--- src/rtl/disp_timing_gen_prog.sv ---
// Runtime-programmable display timing generator; timing is shadowed and applied at frame boundaries.
// Latency: outputs are registered together with the state they decode, so they reflect the state entered on the same edge.
// Backpressure: none, free-running while i_en is high. DISP_TG_CFG_CHECK_EN rejects updates with zero pulse/resolution fields.
module disp_timing_gen_prog #(
    parameter int CNT_WIDTH  = 12,
    parameter int DEF_HPULSE = 1,
    parameter int DEF_HBP    = 4,
    parameter int DEF_HRES   = 320,
    parameter int DEF_HFP    = 5,
    parameter int DEF_VPULSE = 1,
    parameter int DEF_VBP    = 3,
    parameter int DEF_VRES   = 240,
    parameter int DEF_VFP    = 5
) (
    input  logic                 i_clk,
    input  logic                 rst_n,
    input  logic                 i_en,
    input  logic [CNT_WIDTH-1:0] i_hpulse,
    input  logic [CNT_WIDTH-1:0] i_hbp,
    input  logic [CNT_WIDTH-1:0] i_hres,
    input  logic [CNT_WIDTH-1:0] i_hfp,
    input  logic [CNT_WIDTH-1:0] i_vpulse,
    input  logic [CNT_WIDTH-1:0] i_vbp,
    input  logic [CNT_WIDTH-1:0] i_vres,
    input  logic [CNT_WIDTH-1:0] i_vfp,
    input  logic                 i_cfg_update,
    output logic                 o_vsync,
    output logic                 o_hsync,
    output logic                 o_de,
    output logic [CNT_WIDTH-1:0] o_hcnt,
    output logic [CNT_WIDTH-1:0] o_vcnt,
    output logic                 o_sof,
    output logic                 o_eof,
    output logic [2:0]           o_Hstate,
    output logic [2:0]           o_Vstate,
    output logic                 o_cfg_err
);
    typedef enum logic [2:0] {IDLE = 3'd0, SYNC = 3'd1, BP = 3'd2, ACT = 3'd3, FP = 3'd4} state_t;
    typedef logic [CNT_WIDTH-1:0] cnt_t;
    typedef struct packed {
        cnt_t hpulse, hbp, hres, hfp, vpulse, vbp, vres, vfp;
    } timing_t;

    localparam cnt_t ONE = cnt_t'(1);
    localparam timing_t DEF_CFG = '{cnt_t'(DEF_HPULSE), cnt_t'(DEF_HBP), cnt_t'(DEF_HRES), cnt_t'(DEF_HFP),
                                    cnt_t'(DEF_VPULSE), cnt_t'(DEF_VBP), cnt_t'(DEF_VRES), cnt_t'(DEF_VFP)};

    function automatic cnt_t nz(input cnt_t v);
        return (v == '0) ? ONE : v;
    endfunction

    // Pulse and resolution must be at least one unit long for the state sequence to advance.
    function automatic timing_t clamp_cfg(input timing_t t);
        timing_t r;
        r        = t;
        r.hpulse = nz(t.hpulse);
        r.hres   = nz(t.hres);
        r.vpulse = nz(t.vpulse);
        r.vres   = nz(t.vres);
        return r;
    endfunction

    timing_t act, pend, req;
    logic    pend_vld;
    state_t  h_state, v_state, h_nxt, v_nxt;
    cnt_t    h_cnt, v_cnt, h_cnt_nxt, v_cnt_nxt, h_len, v_len;
    logic    h_last, v_last, line_end, frame_end, transfer, upd_bad, upd_ok, de_nxt;

    assign req = '{i_hpulse, i_hbp, i_hres, i_hfp, i_vpulse, i_vbp, i_vres, i_vfp};

`ifdef DISP_TG_CFG_CHECK_EN
    assign upd_bad = i_cfg_update && (i_hpulse == '0 || i_hres == '0 || i_vpulse == '0 || i_vres == '0);
`else
    assign upd_bad = 1'b0;
`endif
    assign upd_ok = i_cfg_update && !upd_bad;

    always_comb begin
        h_len = '0;
        v_len = '0;
        case (h_state)
            SYNC:    h_len = act.hpulse;
            BP:      h_len = act.hbp;
            ACT:     h_len = act.hres;
            FP:      h_len = act.hfp;
            default: h_len = '0;
        endcase
        case (v_state)
            SYNC:    v_len = act.vpulse;
            BP:      v_len = act.vbp;
            ACT:     v_len = act.vres;
            FP:      v_len = act.vfp;
            default: v_len = '0;
        endcase
    end

    // Counters compare against length-1 so no line or frame total is ever formed.
    assign h_last    = (h_cnt == h_len - ONE);
    assign v_last    = (v_cnt == v_len - ONE);
    assign line_end  = h_last && (h_state == FP || (h_state == ACT && act.hfp == '0));
    assign frame_end = line_end && v_last && (v_state == FP || (v_state == ACT && act.vfp == '0));
    assign transfer  = i_en && pend_vld && (h_state == IDLE || frame_end);

    always_comb begin
        h_nxt = h_state;
        v_nxt = v_state;
        if (!i_en) begin
            h_nxt = IDLE;
            v_nxt = IDLE;
        end else begin
            case (h_state)
                IDLE:    h_nxt = SYNC;
                SYNC:    if (h_last) h_nxt = (act.hbp != '0) ? BP : ACT;
                BP:      if (h_last) h_nxt = ACT;
                ACT:     if (h_last) h_nxt = (act.hfp != '0) ? FP : SYNC;
                FP:      if (h_last) h_nxt = SYNC;
                default: h_nxt = IDLE;
            endcase
            case (v_state)
                IDLE:    v_nxt = SYNC;
                SYNC:    if (line_end && v_last) v_nxt = (act.vbp != '0) ? BP : ACT;
                BP:      if (line_end && v_last) v_nxt = ACT;
                ACT:     if (line_end && v_last) v_nxt = (act.vfp != '0) ? FP : SYNC;
                FP:      if (line_end && v_last) v_nxt = SYNC;
                default: v_nxt = IDLE;
            endcase
        end
        h_cnt_nxt = (h_nxt != h_state || h_nxt == IDLE) ? '0 : h_cnt + ONE;
        v_cnt_nxt = (v_nxt != v_state || v_nxt == IDLE) ? '0 : (line_end ? v_cnt + ONE : v_cnt);
        de_nxt    = (h_nxt == ACT) && (v_nxt == ACT);
    end

    always_ff @(posedge i_clk or negedge rst_n) begin
        if (!rst_n) begin
            h_state  <= IDLE;
            v_state  <= IDLE;
            h_cnt    <= '0;
            v_cnt    <= '0;
            act      <= DEF_CFG;
            pend     <= DEF_CFG;
            pend_vld <= 1'b0;
            o_hsync  <= 1'b0;
            o_vsync  <= 1'b0;
            o_de     <= 1'b0;
            o_hcnt   <= '0;
            o_vcnt   <= '0;
            o_sof    <= 1'b0;
            o_eof    <= 1'b0;
            o_Hstate <= IDLE;
            o_Vstate <= IDLE;
        end else begin
            h_state  <= h_nxt;
            v_state  <= v_nxt;
            h_cnt    <= h_cnt_nxt;
            v_cnt    <= v_cnt_nxt;
            o_hsync  <= (h_nxt == SYNC);
            o_vsync  <= (v_nxt == SYNC);
            o_de     <= de_nxt;
            o_hcnt   <= de_nxt ? h_cnt_nxt : '0;
            o_vcnt   <= de_nxt ? v_cnt_nxt : '0;
            o_sof    <= de_nxt && h_cnt_nxt == '0 && v_cnt_nxt == '0;
            o_eof    <= de_nxt && h_cnt_nxt == act.hres - ONE && v_cnt_nxt == act.vres - ONE;
            o_Hstate <= h_nxt;
            o_Vstate <= v_nxt;
            if (transfer) begin
                act      <= clamp_cfg(pend);
                pend_vld <= 1'b0;
            end
            // A capture in the transfer cycle lands in pending for the following boundary.
            if (upd_ok) begin
                pend     <= req;
                pend_vld <= 1'b1;
            end
        end
    end

`ifdef DISP_TG_CFG_CHECK_EN
    always_ff @(posedge i_clk or negedge rst_n) begin
        if (!rst_n)       o_cfg_err <= 1'b0;
        else if (upd_bad) o_cfg_err <= 1'b1;
        else if (upd_ok)  o_cfg_err <= 1'b0;
    end
`else
    assign o_cfg_err = 1'b0;
`endif
endmodule

--- config.mk ---
export PLATFORM = sky130hd
export DESIGN_NAME = disp_timing_gen_prog
export DESIGN_NICKNAME = d
export VERILOG_FILES = /design/src/rtl/disp_timing_gen_prog.sv
export SDC_FILE = /design/constraint.sdc
export NUM_CORES = 1
export LEC_CHECK = 0
export CAP_MARGIN = 25
export CORE_ASPECT_RATIO = 0.9
export CORE_UTILIZATION = 54
export DETAILED_ROUTE_END_ITERATION = 16
export DONT_BUFFER_PORTS = 1
export PLACE_DENSITY = 0.69
export SKIP_LAST_GASP = 1
export SYNTH_ARGS = -nofsm -noshare
export SYNTH_HDL_FRONTEND = slang
export SYNTH_SLANG_ARGS = --single-unit
export TNS_END_PERCENT = 100
--- constraint.sdc ---
create_clock -name i_clk -period 13.4 [get_ports i_clk]
set_clock_uncertainty 0.05 [all_clocks]
set_input_delay 1.34 -clock i_clk [delete_from_list [all_inputs] [get_ports i_clk]]
set_output_delay 1.34 -clock i_clk [all_outputs]
set_load 0.05 [all_outputs]
==> qor.csv, run 1 <==
stage,metric,value,unit
clock_network,cts_sinks,252,
clock_network,cts_tree,yes,
yosys,synth_area_leaders,"dfrtp_1, mux2_2, dfstp_2",
worst_setup_path,startpoint,h_state[0],
run_status,outcome,"finished, final reports clean",
routing,routed_wl,28730,µm
placement,gp_congestion,0.9282,
hold_path,min_path_type,flip-flop to flip-flop,
clock_network,cts_setup_buffers,0,
yosys,synth_top_area_frac,0.4407,
worst_setup_path,crit_type,flip-flop to flip-flop,
pwr,p_leak,5.580,nW
cells_and_area,layout-drive-gt1-share,0.2771,
yosys,synth_cell_type_count,88,
cells_and_area,final_cell_mix,"dfrtp_1, mux2_2, nor2_1, xnor2_1",
placement,post-dp-hpwl,20730,µm
global_routing,overflow,0,
clock_network,cts_buffer_depth,3,
worst_setup_path,arrival,6.09,ns
yosys,synth_edf_count,0,
hold_path,hp-start,act[84],
floorplan,die_area,0.02396,mm²
floorplan,rows,52,
clock_network,cts_hold_buf,0,
cells_and_area,nets,1159,
global_routing,grt_max_degree,253,
sta,hold_viol,0,
cells_and_area,layout_commonest_cell,dfrtp_1,
yosys,synth_top_cell_by_area,dfrtp_1,
routing,drtAntennaViolNets,0,
yosys,postSynthAreaPerCell,11.69,µm²
yosys,synthFlopType,dfrtp_1,
clock_network,path_clk_slew,0.06,ns
placement,place.port_buffers,0,
sta,relSlewSlack,0.3375,
pwr,powerDensity,162.5,mW/mm²
sta,finalSetupViolCount,0,
routing,vias,8426,
sta,fmax,174.3,MHz
worst_setup_path,cp-start-kind,flip-flop,
worst_setup_path,required,13.76,ns
routing,drtIter0Drc,805,
routing,via_per_inst,6.146,
placement,dp.cells,1321,
worst_setup_path,r2r_start,h_state[0],
global_routing,grt_antenna_before_repair,4,
routing,remaining_drc_errors,0,
yosys,synth_area,0.01260,mm²
cells_and_area,nFillCells,1833,
floorplan,dieHeight,146.9,µm
sta,setup_tns,0,ns
yosys,yosysWarningCount,0,
floorplan,initial_core_util,0.5551,
global_routing,grt_pass1_vias,8228,
clock_network,cts-root-buf,clkbuf_16,
sta,fin_crit_sh,0.4281,
cells_and_area,area_delta_synth_final,8.150,%
worst_setup_path,path_max_fanout,15,
clock_network,clock_latency,0.55,ns
cells_and_area,fin_cells,1371,
worst_setup_path,crit_path_end_kind,flip-flop,
floorplan,io_pins,136,
global_routing,grt_util_all_layers,0.2465,
yosys,postSynthCellCount,1078,
yosys,async_flop_share,1.000,
floorplan,die_w,163.0,µm
sta,worst_slew_pin_slew,0.9937,ns
routing,drt_pre_antenna_iters,5,
sta,rsz0062_at_grt,no,
routing,drt-wirelength-per-cell,20.95,µm
yosys,yosysSeqAreaShare,0.5033,
yosys,synth_seq_cells,252,
sta,slew_viol_final,0,
global_routing,grt_pass1_wl,46350,µm
pwr,vdd_drop_max,0.0001154,V
floorplan,core,0.02271,mm²
clock_network,cts_resized,0,
clock_network,numCtsBuffers,26,
yosys,syn_nets,1184,
clock_network,htreeDepth,1,
job,maxCapViolCount,0,
sta,min_period,5.736,ns
## flip-flops by register name, summed over array words and instances (netlist names), 3 cells and up
signal   count
act         96
pend        96
h_cnt       12
o_hcnt      12
o_vcnt      12
v_cnt       12
h_state      3
v_state      3
## worst max-delay path, stage by stage (launching register included)
cell and delay (ns):
dfrtp_1 0.99, nor2b_1 0.30, a22o_1 0.36, a21oi_4 0.22, ha_1 0.21, nand3_1 0.10, nor4_1 0.37, nand3_1 0.15
xnor2_1 0.15, or3_1 0.44, or3_1 0.53, or4_1 0.52, a21boi_0 0.56, xnor2_1 0.19, nand3_1 0.08, a2111oi_0 0.37
## layer usage
layer / vias to the layer above / global-route usage / wire length [µm]
met3: 30 / 0.05223 / 2111
met5: - / 0 / 0
met4: 0 / 0.04860 / 447
met2: 255 / 0.3453 / 12060
met1: 4247 / 0.3902 / 14100
li1: 3894 / - / -
## power breakdown
part	switching [W]	total [W]	internal, W
combinational	0.000195	0.000428	0.000233
sequential	0.000153	0.00106	0.000908
clock	0.000300	0.000726	0.000426
total	0.000648	0.00222	0.00157
## per-stage QoR
step / hold slack, ns / util / instance area, µm² / setup WS (ns) / total power [W]
2_1_floorplan: 0.3999 / - / 12600 / 8.696 / 0.001371
3_5_place_dp: 0.4198 / 0.5602 / 12720 / 7.773 / 0.001496
3_3_place_gp: 0.4125 / 0.5602 / 12720 / 7.819 / 0.001484
6_report: 0.4327 / 0.6003 / 13630 / 7.664 / 0.002216
4_1_cts: 0.4333 / 0.5989 / 13600 / 7.717 / 0.002229
5_1_grt: 0.4331 / 0.6002 / 13630 / 7.138 / 0.002323
## cell type report
cell class                 count  area [µm²]  area share
clock buffer                  35       734.5     0.05388
tap                          297       371.6     0.02726
sequential                   252        6344      0.4654
timing repair buffer           6       65.06    0.004773
inverter                      24       90.09    0.006609
clock inverter                12       145.1     0.01065
antenna                        2       5.005   0.0003671
multi-input combinational    743        5877      0.4311
## cells in the mapped netlist, drive strengths merged, types with 6 or more instances
| master | number |
|---|---|
| or3 | 7 |
| nand4 | 11 |
| nand2 | 36 |
| a21o | 6 |
| mux2 | 198 |
| and2 | 14 |
| xor2 | 29 |
| buf | 27 |
| nor3 | 37 |
| nand2b | 9 |
| nand3 | 31 |
| a32oi | 6 |
| xnor2 | 47 |
| a21boi | 6 |
| or2 | 6 |
| dfrtp | 222 |
| clkbuf | 32 |
| dfstp | 30 |
| inv | 24 |
| o21ai | 21 |
| a22o | 15 |
| and3 | 13 |
| a31oi | 10 |
| nor4 | 29 |
| ha | 6 |
| nor2b | 11 |
| a21oi | 21 |
| or4 | 7 |
| nor2 | 63 |
| o21a | 6 |
| a22oi | 18 |
| o211ai | 6 |
## kinds of logic (layout without fill, tap and decap cells)
group	Yosys count	after routing	synth area share
DFF	252	252	0.5033
other	1	3	0.0002975
xor gates and xnor gates	76	76	0.05281
and+or+nand+nor	300	300	0.1311
muxes	202	202	0.1804
buffers and inverters	83	77	0.03047
AOI/OAI and AO/OA	158	158	0.09569
adders and majority gates	6	6	0.005956
## path summary, 6_finish.rpt
kind	slack (ns)	cells after the start	endpoint
worst max-delay path	7.66	15	o_eof
worst min-delay path	0.43	2	act[84]
worst max register to register	7.66	15	o_eof
worst min register to register	0.43	2	act[84]
max in group asynchronous	12.20	0	pend[62]
min in group asynchronous	0.46	0	o_vcnt[8]
(Power assumes the default switching activity.)
==> run 2: changes to the inputs <==
--- a/config.mk
+++ b/config.mk
@@ -10,7 +10,7 @@
 export CORE_UTILIZATION = 54
 export DETAILED_ROUTE_END_ITERATION = 16
 export DONT_BUFFER_PORTS = 1
-export PLACE_DENSITY = 0.69
+export PLACE_DENSITY = 0.72
 export SKIP_LAST_GASP = 1
 export SYNTH_ARGS = -nofsm -noshare
 export SYNTH_HDL_FRONTEND = slang
==> constraint.sdc (replaced) <==
create_clock -name i_clk -period 5.02 [get_ports i_clk]
set_clock_uncertainty 0.05 [all_clocks]
set_input_delay 0.502 -clock i_clk [delete_from_list [all_inputs] [get_ports i_clk]]
set_output_delay 0.502 -clock i_clk [all_outputs]
set_load 0.05 [all_outputs]
==> run 2 against run 1 <==
The flow now finishes with violations (negative hold slack). Register-to-register slack got worse by 7.3 ns. Critical path depth is the same. Count of clock-buffer cells in the layout up 1. Hold slack worse by 0.82 ns. Global-route usage up 0.16 points. Fmax is 22% higher. Wire length grew 2.1%. Core utilization is 1.1 points higher. First-iteration DRC count down 18%. Clock power rose to 2.8 times the previous value. Sequential share of layout area decreased by 0.80 points. Sequential cell count did not move.
==> qor.csv, run 2 (synthesized netlist as in run 1, its figures left out) <==
stage,metric,value,unit
sta,fin_crit_sh,0.9348,
worst_setup_path,worstPathCellList,and3b_1 -> a22o_4 -> a21oi_4 -> ha_1 -> nand3_1 -> nor4_2 -> nand3_1 -> xnor2_1 -> or3_1 -> or3_1 -> or4_1 -> a21boi_0 -> xnor2_1 -> nand3_1 -> a2111oi_2,
clock_network,clock_latency,0.55,ns
pwr,vdd_drop_max,0.0003016,V
worst_setup_path,crit_slowest_cell,or4_1,
routing,remaining_drc_errors,0,
sta,hold_viol,225,
sta,fmax,213.1,MHz
worst_setup_path,slowest_delay,0.52,ns
cells_and_area,largestRegisters,"act x96, pend x96",
global_routing,grt_pass1_vias,8157,
worst_setup_path,startpoint,h_state[0],
worst_setup_path,crit_type,flip-flop to flip-flop,
sta,setup_slack,0.3271,ns
floorplan,rows,52,
global_routing,grt_max_degree,253,
sta,finalSetupViolCount,0,
worst_setup_path,cp-start-kind,flip-flop,
cells_and_area,multi_input_area,0.005896,mm²
floorplan,core,0.02271,mm²
floorplan,dieHeight,146.9,µm
clock_network,cts_sinks,252,
clock_network,path_clk_slew,0.07,ns
placement,placed_cell_area,0.01294,mm²
cells_and_area,layout-drive-gt1-share,0.2975,
cells_and_area,layout_commonest_cell,dfrtp_1,
cells_and_area,area_delta_synth_final,10.06,%
worst_setup_path,required,5.41,ns
global_routing,grt_antenna_before_repair,2,
pwr,p_leak,5.717,nW
global_routing,grt_util_all_layers,0.2481,
placement,post-dp-hpwl,20940,µm
floorplan,die_area,0.02396,mm²
cells_and_area,fin_area,0.01387,mm²
placement,gp_congestion,0.9533,
routing,drt_pre_antenna_iters,5,
global_routing,grt_pass1_wl,46580,µm
pwr,powerDensity,433.2,mW/mm²
worst_setup_path,arrival,5.08,ns
clock_network,htreeDepth,1,
worst_setup_path,path_max_fanout,11,
clock_network,cts_buffer_depth,3,
placement,place.port_buffers,0,
placement,pre_cts_ws,0.2288,ns
sta,relSlewSlack,0.4816,
cells_and_area,nets,1186,
clock_network,numCtsBuffers,26,
clock_network,cts_setup_buffers,0,
worst_setup_path,r2r_start,h_state[0],
cells_and_area,ff_latch_area,0.006345,mm²
clock_network,cts_tree,yes,
routing,drt-wirelength-per-cell,20.99,µm
global_routing,overflow,0,
hold_path,min_path_type,primary input to asynchronous set/reset pin,
run_status,outcome,"complete, but fails checks",
floorplan,die_w,163.0,µm
run_status,violations,negative hold slack,
cells_and_area,final_cell_mix,"dfrtp_1, mux2_2, nor2_1, xnor2_1",
routing,via_per_inst,6.125,
worst_setup_path,crit_top_cell,nand3_1,
floorplan,io_pins,136,
sta,fin_hold_ws,-0.3854,ns
routing,vias,8563,
cells_and_area,nFillCells,1837,
sta,worst_slew_pin_slew,0.7776,ns
sta,rsz0062_at_grt,yes,
routing,drtIter0Drc,660,
routing,routed_wl,29340,µm
routing,drtAntennaViolNets,0,
job,maxCapViolCount,0,
floorplan,initial_core_util,0.5551,
sta,slew_viol_final,0,
clock_network,cts-root-buf,clkbuf_16,
worst_setup_path,crit_path_end_kind,flip-flop,
sta,min_period,4.693,ns
-- run 2: critical path: cells and delay by family, from the launching register on --
| kind | cells | cell delay [ns] |
|---|---|---|
| fa+ha+maj | 1 | 0.21 |
| xor+xnor | 2 | 0.33 |
| simple gates | 8 | 2.40 |
| compound gates | 4 | 1.09 |
| flops | 1 | 0.50 |
-- run 2: layout make-up --
class | instances | area share
Clock buffer | 36 | 0.05322
Antenna cell | 2 | 0.0003608
Clock inverter | 11 | 0.01200
Multi-Input combinational cell | 743 | 0.4250
Tap cell | 297 | 0.02679
Timing Repair Buffer | 33 | 0.01876
Inverter | 24 | 0.006494
Sequential cell | 252 | 0.4574
-- run 2: report_power, final --
group          total, W  internal [W]  switching [W]
clock           0.00201       0.00119       0.000819
combinational   0.00118      0.000636       0.000547
sequential      0.00282       0.00242       0.000395
total           0.00601       0.00425        0.00176
-- run 2: worst paths after layout --
check / slack [ns] / cells past startpoint / end
min: -0.39 / 0 / o_vcnt[9]
max in group asynchronous: 4.66 / 0 / act[9]
min in group i_clk: 0.02 / 1 / v_state[2]
min reg2reg: 0.43 / 2 / act[36]
max: 0.33 / 15 / o_eof
max reg2reg: 0.33 / 15 / o_eof
-- run 2: what timing repair did --
| item | in CTS | in global routing |
|---|---|---|
| resized for setup | 0 | 8 |
| endpoints found under the setup margin | 0 | 13 |
| hold endpoints to repair | 252 | 252 |
-- run 2: stage by stage --
stage	power (W)	hold WS [ns]	util	TNS (ns)	instances
detailed placement	0.004010	0.1676	0.5700	0	1349
global route	0.006278	-0.4104	0.6107	-0.02138	1396
CTS	0.006031	-0.4097	0.6098	0	1396
floorplan	0.003661	0.1564	-	0	1078
finish	0.006010	-0.3854	0.6109	0	1398
global placement	0.003969	0.1713	0.5700	0	1349
-- run 2: per-layer routing --
metal	track usage	up-vias	share of wire
met4	0.05701	0	0.022
met5	0	-	0
met2	0.3511	270	0.43
met3	0.04517	42	0.065
met1	0.3916	4296	0.48
li1	-	3955	-
==> run 3: changes to the inputs <==
--- a/config.mk
+++ b/config.mk
@@ -7,11 +7,11 @@
 export LEC_CHECK = 0
 export CAP_MARGIN = 25
 export CORE_ASPECT_RATIO = 0.9
+export CORE_MARGIN = 5
 export CORE_UTILIZATION = 54
 export DETAILED_ROUTE_END_ITERATION = 16
 export DONT_BUFFER_PORTS = 1
 export PLACE_DENSITY = 0.72
-export SKIP_LAST_GASP = 1
 export SYNTH_ARGS = -nofsm -noshare
 export SYNTH_HDL_FRONTEND = slang
 export SYNTH_SLANG_ARGS = --single-unit
==> run 3 against run 2 <==
The flow still finishes with violations (negative hold slack). First-iteration DRC count grew 14%. Die area grew 11%. Via count shrank 0.13%. Global-route usage shrank 2.5 points.
==> qor.csv, run 3 (synthesized netlist as in run 1, its figures left out) <==
stage,metric,value,unit
cells_and_area,multi_input_area,0.005884,mm²
worst_setup_path,required,5.39,ns
worst_setup_path,path_max_fanout,10,
global_routing,grt_pass1_vias,8420,
floorplan,io_pins,136,
global_routing,grt_max_degree,253,
worst_setup_path,crit_type,flip-flop to flip-flop,
floorplan,core,0.02314,mm²
pwr,powerDensity,427.1,mW/mm²
cells_and_area,largestRegisters,"act x96, pend x96",
sta,fmax,212.1,MHz
placement,pre_cts_ws,0.2769,ns
cells_and_area,layout_commonest_cell,dfrtp_1,
sta,relSlewSlack,0.5044,
floorplan,die_w,171.0,µm
worst_setup_path,worst_r2r_path_depth,14,
sta,finalSetupViolCount,0,
placement,gp_congestion,0.9467,
cells_and_area,nFillCells,1864,
pwr,vdd_drop_max,0.0002660,V
routing,routed_wl,29560,µm
placement,post-dp-hpwl,21460,µm
worst_setup_path,r2r-end,o_eof,
routing,via_per_inst,6.044,
clock_network,clock_latency,0.55,ns
sta,rsz0062_at_grt,no,
global_routing,grt_antenna_before_repair,5,
worst_setup_path,crit_path_end_kind,flip-flop,
routing,drtAntennaViolNets,0,
floorplan,initial_core_util,0.5446,
clock_network,cts-root-buf,clkbuf_16,
pwr,p_leak,5.767,nW
cells_and_area,layout-drive-gt1-share,0.2995,
sta,hold_viol,226,
clock_network,htreeDepth,1,
global_routing,grt_pass1_wl,47440,µm
clock_network,cts_sinks,252,
worst_setup_path,arrival,5.09,ns
sta,fin_crit_sh,0.9391,
cells_and_area,area_delta_synth_final,10.48,%
sta,min_period,4.714,ns
floorplan,rows,53,
run_status,violations,negative hold slack,
sta,fin_hold_ws,-0.3790,ns
worst_setup_path,r2r_start,h_state[1],
sta,setup_slack,0.3057,ns
sta,worst_slew_pin_slew,0.7368,ns
clock_network,cts_tree,yes,
floorplan,die_area,0.02650,mm²
routing,drt_pre_antenna_iters,5,
routing,vias,8552,
global_routing,grt_util_all_layers,0.2228,
sta,setup_tns,0,ns
cells_and_area,ff_latch_area,0.006345,mm²
cells_and_area,final_cell_mix,"dfrtp_1, mux2_2, nor2_1, xnor2_1, buf_4",
placement,place.port_buffers,0,
global_routing,overflow,0,
worst_setup_path,rrSetupSlack,0.31,ns
sta,slew_viol_final,0,
hold_path,min_path_type,primary input to asynchronous set/reset pin,
clock_network,cts_buffer_depth,3,
routing,remaining_drc_errors,0,
cells_and_area,nets,1198,
floorplan,dieHeight,154.9,µm
routing,drtIter0Drc,753,
routing,drt-wirelength-per-cell,20.89,µm
job,maxCapViolCount,0,
clock_network,path_clk_slew,0.07,ns
run_status,outcome,"complete, but fails checks",
clock_network,numCtsBuffers,26,
worst_setup_path,cp-start-kind,flip-flop,
-- run 3: cell count changes in the layout (fill, tap and decap cells not counted), sizes merged --
cell and delta:
buf +10, bufinv -2, clkbuf +6, clkinvlp -3, diode -1, dlygate4sd3 +2
-- run 3: cell type report --
type / instances / area share
Tap cell: 302 / 0.02713
Sequential cell: 252 / 0.4556
Timing Repair Buffer: 45 / 0.02552
Antenna cell: 1 / 0.0001797
Clock buffer: 42 / 0.05678
Clock inverter: 6 / 0.005750
Inverter: 24 / 0.006469
Multi-Input combinational cell: 743 / 0.4226
-- run 3: worst max-delay path by stage --
stage | from | endpoint | slack, ns
final | h_state[1] | o_eof | 0.31
after global placement | h_state[0] | o_eof | 0.43
after global routing | h_state[1] | o_eof | 0.003
after CTS | h_state[0] | o_eof | 0.25
after floorplan | h_state[1] | o_eof | 0.32
after detailed placement | h_state[0] | o_eof | 0.28
-- run 3: stage by stage --
step	power, W	util	instances	instance area [µm²]
4_1_cts	0.005983	0.6002	1411	13890
3_3_place_gp	0.003990	0.5621	1362	13010
5_1_grt	0.006241	0.6016	1414	13920
6_report	0.005948	0.6017	1415	13930
2_1_floorplan	0.003661	-	1078	12600
3_5_place_dp	0.004030	0.5621	1362	13010
-- run 3: timing repair --
| item | CTS | global route |
|---|---|---|
| setup buffers | 0 | 2 |
| hold endpoints to repair | 253 | 253 |
| setup endpoints to repair | 0 | 4 |
| hold buffers | 1 | 1 |
| gates resized for setup | 0 | 3 |
-- run 3: report_power, final --
group | internal [W] | switching, W
clock | 0.00113 | 0.000803
sequential | 0.00243 | 0.000390
combinational | 0.000651 | 0.000547
total | 0.00421 | 0.00174
-- run 3: critical path: stages (launching register included) --
cell and delay [ns]:
dfrtp_1 0.51, and2b_1 0.25, buf_4 0.17, a22oi_1 0.31
o21ai_2 0.18, or3b_1 0.37, a2111oi_0 0.40, or2_1 0.18
o211ai_1 0.22, or3_1 0.51, or4_1 0.52, a21boi_0 0.33
xnor2_1 0.16, nand3_1 0.08, a2111oi_0 0.35
-- run 3: routing by layer --
metal	track usage	wire [µm]
met1	0.3417	14040
met2	0.3255	12710
met3	0.05716	2296
met4	0.03848	464
met5	0	57
==> patch, RTL diff (flow settings as in run 1) <==
Change the parameter `CNT_WIDTH` from 12 to 18.
--- a/src/rtl/disp_timing_gen_prog.sv
+++ b/src/rtl/disp_timing_gen_prog.sv
@@ -3,5 +3,5 @@
 // Backpressure: none, free-running while i_en is high. DISP_TG_CFG_CHECK_EN rejects updates with zero pulse/resolution fields.
 module disp_timing_gen_prog #(
-    parameter int CNT_WIDTH  = 12,
+    parameter int CNT_WIDTH  = 18,
     parameter int DEF_HPULSE = 1,
     parameter int DEF_HBP    = 4,
Interface: changed (10 resized); port bits go from 136 to 196. The function was not compared with the original's and may differ.
==> patch against run 1 <==
- the run now ends with max-slew violations left
- core utilization shrank 0.097 points
- count of clock-buffer cells in the layout grew 21
- synthesized area increased by 51%
- largest power group unchanged
- setup slack got worse by 850 ps
- design area up 51%
- sequential power is 40% higher
- routed wire length up 72%
- combinational power increased by 29%
- sequential cell count is 120 higher
- highest routed layer is now met5
- power rose by 40%
- first-iteration DRC count grew 62%
==> patch: results (changes against run 1) <==
Run status
  – Status: finished, violations left
  – Violated checks: max-slew violations

Yosys
  – Adder-cell area share of the yosys netlist: 0.395% (-0.20 points)
  – Top cells by count, synth: 342 x dfrtp_1, 292 x mux2_2, 126 x nor2_1
  – Async SR Flop Fraction: 100% (unchanged)
  – Post-synthesis mux area share: 18.2% (+0.17 points)
  – Compound-cell area share of the yosys netlist: 7.95% (-1.6 points)
  – Top cells by area, synth: dfrtp_1 45%, mux2_2 17%, dfstp_2 4.2%
  – Sequential cell area fraction in the yosys report: 49.2% (-1.1 points)
  – Cells after synthesis: 1,661 (+54%)

Pwr
  – Maximum vdd drop: 0.149 mV (+29%)
  – Clk. pwr: 1.06 mW (+46%)
  – Clock share of power: 34.3% (+1.5 points)
  – Sw Pwr: 913 µW (+41%)
  – Leakage power: 8.27 nW (+48%)

Final layout
  – Fin cells: 2,121 (+55%)
  – Fillers: 2,859 (+56%)
  – Largest regs: act: 144 flops, pend: 144 flops
  – Layout cells sized above 1: 26.1% (-1.6 points)

Global route
  – Met1 usage: 44.3% (+5.3 points)
  – Largest net degree at the start of global routing: 373 (+47%)
  – Met3 Usage GRT: 7.30% (+2.1 points)
  – Met2 usage: 37.3% (+2.8 points)
  – Vias in the first global route: 12,900 (+57%)
  – Total global-route track usage: 27.9% (+3.3 points)
  – Initial antenna violation count: 7 (+3)

Timing
  – Final worst path period share: 49.1% (+6.3 points)
  – Worst relative slew slack: -1.02% (-35 points)
  – Hold_ws: 437 ps (+4.12 ps)
  – Pins Over Slew Limit: 48 (+48)

Detailed routing
  – DR WL met3: 4.42 mm (+110%)
  – Via density: 6.33 (+3.0%)
  – DR WL met2: 20.1 mm (+67%)
  – Iteration-0 DRC Markers: 1,304 (+62%)
  – First-pass detailed-route iteration total: 6 (+1)
  – DR WL/cell: 23.3 µm (+11%)
  – DRT met1 WL: 23.9 mm (+69%)

Worst setup path
  – Setup crit start: v_state[1]
  – Critical path peak fanout: 31 (+16)
  – Slowest cell delay on critical path: 780 ps (-210 ps)
  – Arrival time worst endpoint: 6970 ps (+880 ps)
  – Reg2reg path depth: 18 (+3)
  – R2R Setup Slk: 6810 ps (-850 ps)
  – Max stage delay cell, worst path: a2111oi_0

Placement
  – GP Congestion: 0.908 (-2.2%)
  – DP Worst Slack: 6920 ps (-853 ps)
  – Cells after DPL: 2,048 (+55%)
  – Dpl cell area: 0.0193 mm² (+52%)

Hold path
  – Hold Path Class: reg2reg
  – WHS Endpoint: pend_vld
  – Hold Path Cell Cnt: 1 (-1)
  – HP Start: pend_vld

Clock network
  – Max H-tree Level: 2 (+1)
  – Num CTS Buffers: 38 (+46%)
==> patch: changes by cell type in the layout (fill, tap and decap cells not counted), sizes merged, moves of 21 or more <==
cell,run 1,this run
nand2,36,77
xnor2,47,73
mux2,198,295
dfrtp,222,342
nor2,63,126
nor4,29,60
clkbuf,35,56
==> patch: area by class of cell <==
type	count	area, µm²	area share (%)
inverters	37	139	0.676
well taps	462	578	2.81
clock inverters	12	168	0.816
repair buffers	13	97.6	0.475
multi-input cells	1164	9120	44.4
clock buffers	56	1080	5.25
diodes	5	12.5	0.0609
flip-flops and latches	372	9350	45.5
==> patch: kinds of logic (layout without fill, tap and decap cells) <==
family	Yosys count	after routing
buf+inv	125	118
compound gates	200	200
xor+xnor	115	115
flops	372	372
mux	308	308
simple gates	534	534
other cells	1	6
fa+ha+maj	6	6
